<file path="src/rtl/ras_predictor.sv">
// ras_predictor: return address stack with speculative pointer repair on D/E mispredictions
module ras_predictor #(
  parameter int XLEN  = 32,
  parameter int DEPTH = 16
) (
  input  logic                     clk,
  input  logic                     reset_n,
  input  logic                     StallF,
  input  logic                     StallD,
  input  logic                     StallE,
  input  logic                     FlushD,
  input  logic                     FlushM,
  input  logic                     BPReturnF,
  input  logic                     ReturnD,
  input  logic                     BPReturnWrongD,
  input  logic                     BPWrongE,
  input  logic                     CallE,
  input  logic [XLEN-1:0]          PCLinkE,
  output logic [XLEN-1:0]          RASPCF,
  output logic [$clog2(DEPTH):0]   RASCount
);
  localparam int AW = $clog2(DEPTH);
  logic [XLEN-1:0] stack_q [DEPTH];
  logic [AW-1:0]   ptr_q, ptr_d, wr_idx;
  logic            popd_q, popd_d;
  logic [AW:0]     cnt_q, cnt_d;
  logic [AW+1:0]   cnt_up, cnt_dn, cnt_net;
  logic            push, pop_f, undo_d, late_d, wrong_e;
  assign wrong_e = BPWrongE & ~StallE;
  assign push    = CallE & ~StallE & ~FlushM;
  assign pop_f   = BPReturnF & ~StallF & ~FlushD;
  assign undo_d  = ~StallD & popd_q & (wrong_e | (BPReturnWrongD & ~ReturnD));
  // an E-stage redirect squashes D, so a D-stage class mismatch must not pop
  assign late_d  = ~StallD & ~popd_q & ReturnD & BPReturnWrongD & ~wrong_e;
  always_comb begin
    ptr_d   = ptr_q + AW'(push) - AW'(pop_f) + AW'(undo_d) - AW'(late_d);
    wr_idx  = ptr_q + AW'(1) + AW'(undo_d);
    popd_d  = FlushD ? 1'b0 : StallD ? popd_q : pop_f;
    cnt_up  = {1'b0, cnt_q} + (AW+2)'(push) + (AW+2)'(undo_d);
    cnt_dn  = (AW+2)'(pop_f) + (AW+2)'(late_d);
    cnt_net = cnt_up - cnt_dn;
    cnt_d   = cnt_up < cnt_dn ? '0 :
              cnt_net > (AW+2)'(DEPTH) ? (AW+1)'(DEPTH) : cnt_net[AW:0];
  end
  always_ff @(posedge clk or negedge reset_n) begin
    if (!reset_n) begin
      ptr_q  <= '0;
      popd_q <= 1'b0;
      cnt_q  <= '0;
    end else begin
      ptr_q  <= ptr_d;
      popd_q <= popd_d;
      cnt_q  <= cnt_d;
    end
  end
  always_ff @(posedge clk or negedge reset_n) begin
    if (!reset_n) begin
      for (int i = 0; i < DEPTH; i++) stack_q[i] <= '0;
    end else if (push) begin
      stack_q[wr_idx] <= PCLinkE;
    end
  end
  assign RASPCF   = push ? PCLinkE : stack_q[ptr_q];
  assign RASCount = cnt_q;
endmodule

</file>
<file path="config.mk">
export PLATFORM = sky130hd
export DESIGN_NAME = ras_predictor
export DESIGN_NICKNAME = d
export VERILOG_FILES = /design/src/rtl/ras_predictor.sv
export SDC_FILE = /design/constraint.sdc
export NUM_CORES = 1
export LEC_CHECK = 0
export BUFFER_PORTS_ARGS = -buffer_cell sky130_fd_sc_hd__buf_2
export CORE_ASPECT_RATIO = 0.5
export CORE_UTILIZATION = 60
export CTS_CLUSTER_SIZE = 24
export DETAILED_ROUTE_END_ITERATION = 7
export GPL_TIMING_DRIVEN = 0
export PLACE_DENSITY = 0.77
export SLEW_MARGIN = 10
export SYNTH_ARGS = -nofsm -noshare
export SYNTH_HDL_FRONTEND = slang
export SYNTH_SLANG_ARGS = --single-unit
</file>
<file path="constraint.sdc">
create_clock -name clk -period 3.87 [get_ports clk]
set_input_delay 0.387 -clock clk [delete_from_list [all_inputs] [get_ports clk]]
set_output_delay 0.387 -clock clk [all_outputs]
set_load 0.1 [all_outputs]
</file>
==> impl_metrics.ini <==
[timing]
rsz0062_at_grt = yes
finalHoldViolCount = 0
clock.fmax_mhz = 262.8
setup_viol = 0
relSlewSlack_pct = 20.46
maxSlewViolCount = 0
finalCritPeriodShare_pct = 98.31
fin_crit_ps = 3805
worstMarginPinSlew_ps = 1193
fin_skew_ps = 12.51

[clocking]
cts_sinks = 522
clk_latency_ps = 560
ctsRootBufferMaster = clkbuf_16
h-tree-depth = 2
clk_pin_slew_worst_paths_ps = 70
numCtsBuffers = 45
cts_tree = done
cts.path.max_buffers = 3

[finish]
fillers = 2602
drive_above_1_share_pct = 53.71
stdcell_count = 2230
fin_nets = 1722
area_delta_synth_final_pct = 11.23
utilization_pct = 68.38

[die]
row_count = 51
initial_core_util_pct = 61.48
fp.dieW_um = 285.6
die_h_um = 143.8
die-area_um2 = 41060
io_pins = 81
core_um2 = 39240

[outcome]
outcome = complete, no violations

[setup_path]
cp.buffers_inverters = 3
crit_fanout = 10
end_kind = output port
worst_setup_path_endpoint = RASPCF[1]
crit_slowest_cell = mux4_2
r2r_setup_slack_ps = 120
crit_family = buffers and inverters
reg2reg_to = stack_q[470]
worstPathCellList = buf_2 > buf_2 > mux4_2 > mux4_2 > nand2_1 > nand2_1 > buf_2
crit_top_cell = buf_2
r2r-start = ptr_q[0]
reg2regPathDepth = 10
crit_cells = 7
critPathLaunchType = register
startpoint = ptr_q[0]
critPathKind = reg2out
required_ps = 3480
crit_arrival_ps = 3420
slowest_delay_ps = 590

[logic_synthesis]
synth_top_area_cell = dfrtp_1
syn_area_per_cell_um2 = 15.76
synth-seq-area-share_pct = 54.14
synth_top_area_share_pct = 54.14
synth-edff-count = 0
synth.distinct_cells = 42
ys_ff_latch = 522
async_flop_share_pct = 100.0
yosys-top-cells-area = dfrtp_1, mux2_2, mux4_2, nand2_1, buf_2
synth_cells = 1531
synth_nets = 1589
ys_warn_count = 0
syn_area_um2 = 24130
ys.flop_type = dfrtp_1

[detailed_routing]
firstDrtPassIters = 5
ant_nets = 0
dr.first_iter.drc_count = 1137
routedWlPerCell_um = 27.09
drt-total-wl_um = 60420
drc = 0
routed_via_density = 6.415
vias = 14310

[global_route]
use_met2_pct = 49.16
grt-ovfl-total = 0
first_global_vias = 15580
gr-usage-met1_pct = 42.42
busiest_layer = met2
track_usage_pct = 30.65
antenna_found_initial = 2
grt_pass1_wl_um = 93290
gr-usage-met3_pct = 6.238
grt_max_degree = 122

[power]
powerDensity_nw_per_um2 = 878.7
ir_drop_uv = 511.0
cellLeakagePower_nw = 12.72
power_w = 0.02358

[job]
max-cap-violations = 0

[place]
gp_congestion = 0.8918
numPlacedInstances = 2145
dpl.hpwl_um = 39240
io_buffers = 80

[min_path]
hp-class = in2reg
[layout make-up]
type	count	area (um2)	area share, %
inverter	18	67.56	0.2518
antenna	2	5.005	0.01865
clock inverter	21	217.7	0.8113
clock buffer	60	1252	4.667
tap	530	663.1	2.471
multi-input combinational	866	10430	38.85
sequential	522	13060	48.68
buffer	125	599.3	2.233
timing repair buffer	86	540.5	2.014
[power by group]
part	internal [W]	switching [W]	total (W)
combinational	0.00451	0.00551	0.0100
sequential	0.00774	0.00122	0.00896
clock	0.00255	0.00205	0.00460
total	0.0148	0.00878	0.0236
[cells in the final DEF (no fill, tap or decap), types with 16 or more instances in the layout]
master,n
mux2_2,511
clkbuf_16,45
mux4_2,160
nor2_1,24
nand2_1,103
clkbuf_1,48
clkbuf_2,16
buf_2,131
inv_1,17
dfrtp_1,522
[flip-flops by register name, summed over array words and instances, names as in the netlist]
| signal | count |
|---|---|
| stack_q | 512 |
| RASCount | 5 |
| popd_q | 1 |
| ptr_q | 4 |
[synthesized netlist by cell type, drive strengths merged, types with 2 or more instances]
cell type	n
fa	5
or2	4
inv	17
nor2b	2
dfrtp	522
clkbuf	55
buf	70
nor3b	4
nand2	104
xnor2	4
a21oi	6
nand4	2
xor2	4
mux2	513
nand3b	2
ha	9
mux4	160
nand3	6
nand2b	2
nor2	24
[how the worst min path moves through the flow]
stage                      startpoint           end  cells past startpoint
after global placement    stack_q[79]   stack_q[79]                      1
final                          StallD        popd_q                      3
after detailed placement      reset_n  stack_q[229]                      1
after CTS                      StallD        popd_q                      3
after floorplan               reset_n   RASCount[0]                      0
after global routing           StallD        popd_q                      3
[stage by stage]
step           setup WS (ps)  cell area [um2]  hold slack [ps]  TNS [ps]
2_1_floorplan          321.7            24130            91.41         0
3_3_place_gp           -7297            25190            471.6  -3768090
3_5_place_dp          -344.0            25310            485.6     -1325
4_1_cts                55.06            26820            124.3         0
5_1_grt               -18.78            26830            148.9    -56.97
6_report               65.22            26830            138.2         0
[cells by family after synthesis]
kind of cell / count (synthesis) / share of synthesized area [%]
compound gates: 14 / 0.3683
xor+xnor: 8 / 0.2904
fa+ha+maj: 14 / 0.8817
buf+inv: 143 / 2.640
flops: 522 / 54.14
mux: 674 / 38.92
simple gates: 156 / 2.754
[routing by layer]
layer | share of wire (%) | wire length, um
met1 | 43 | 25750
met2 | 48 | 28940
met3 | 6.3 | 3821
met4 | 3.2 | 1913
met5 | 0 | 0
[timing repair]
item,CTS,global route
gates resized for setup,14,6
endpoints found under the setup margin,32,10
hold buffers,2,0
pin swaps,0,0
setup buffers,0,0
endpoints found under the hold margin,100,0
[worst reg2reg max path, stage by stage (launching register included)]
cell and delay [ps]:
dfrtp_1 480, buf_4 360, buf_4 360, inv_1 100
ha_1 220, inv_1 70, ha_1 260, or3_1 420
nor2_1 430, buf_2 520, mux2_2 410
Note: power is estimated with default switching activity, not from simulation.
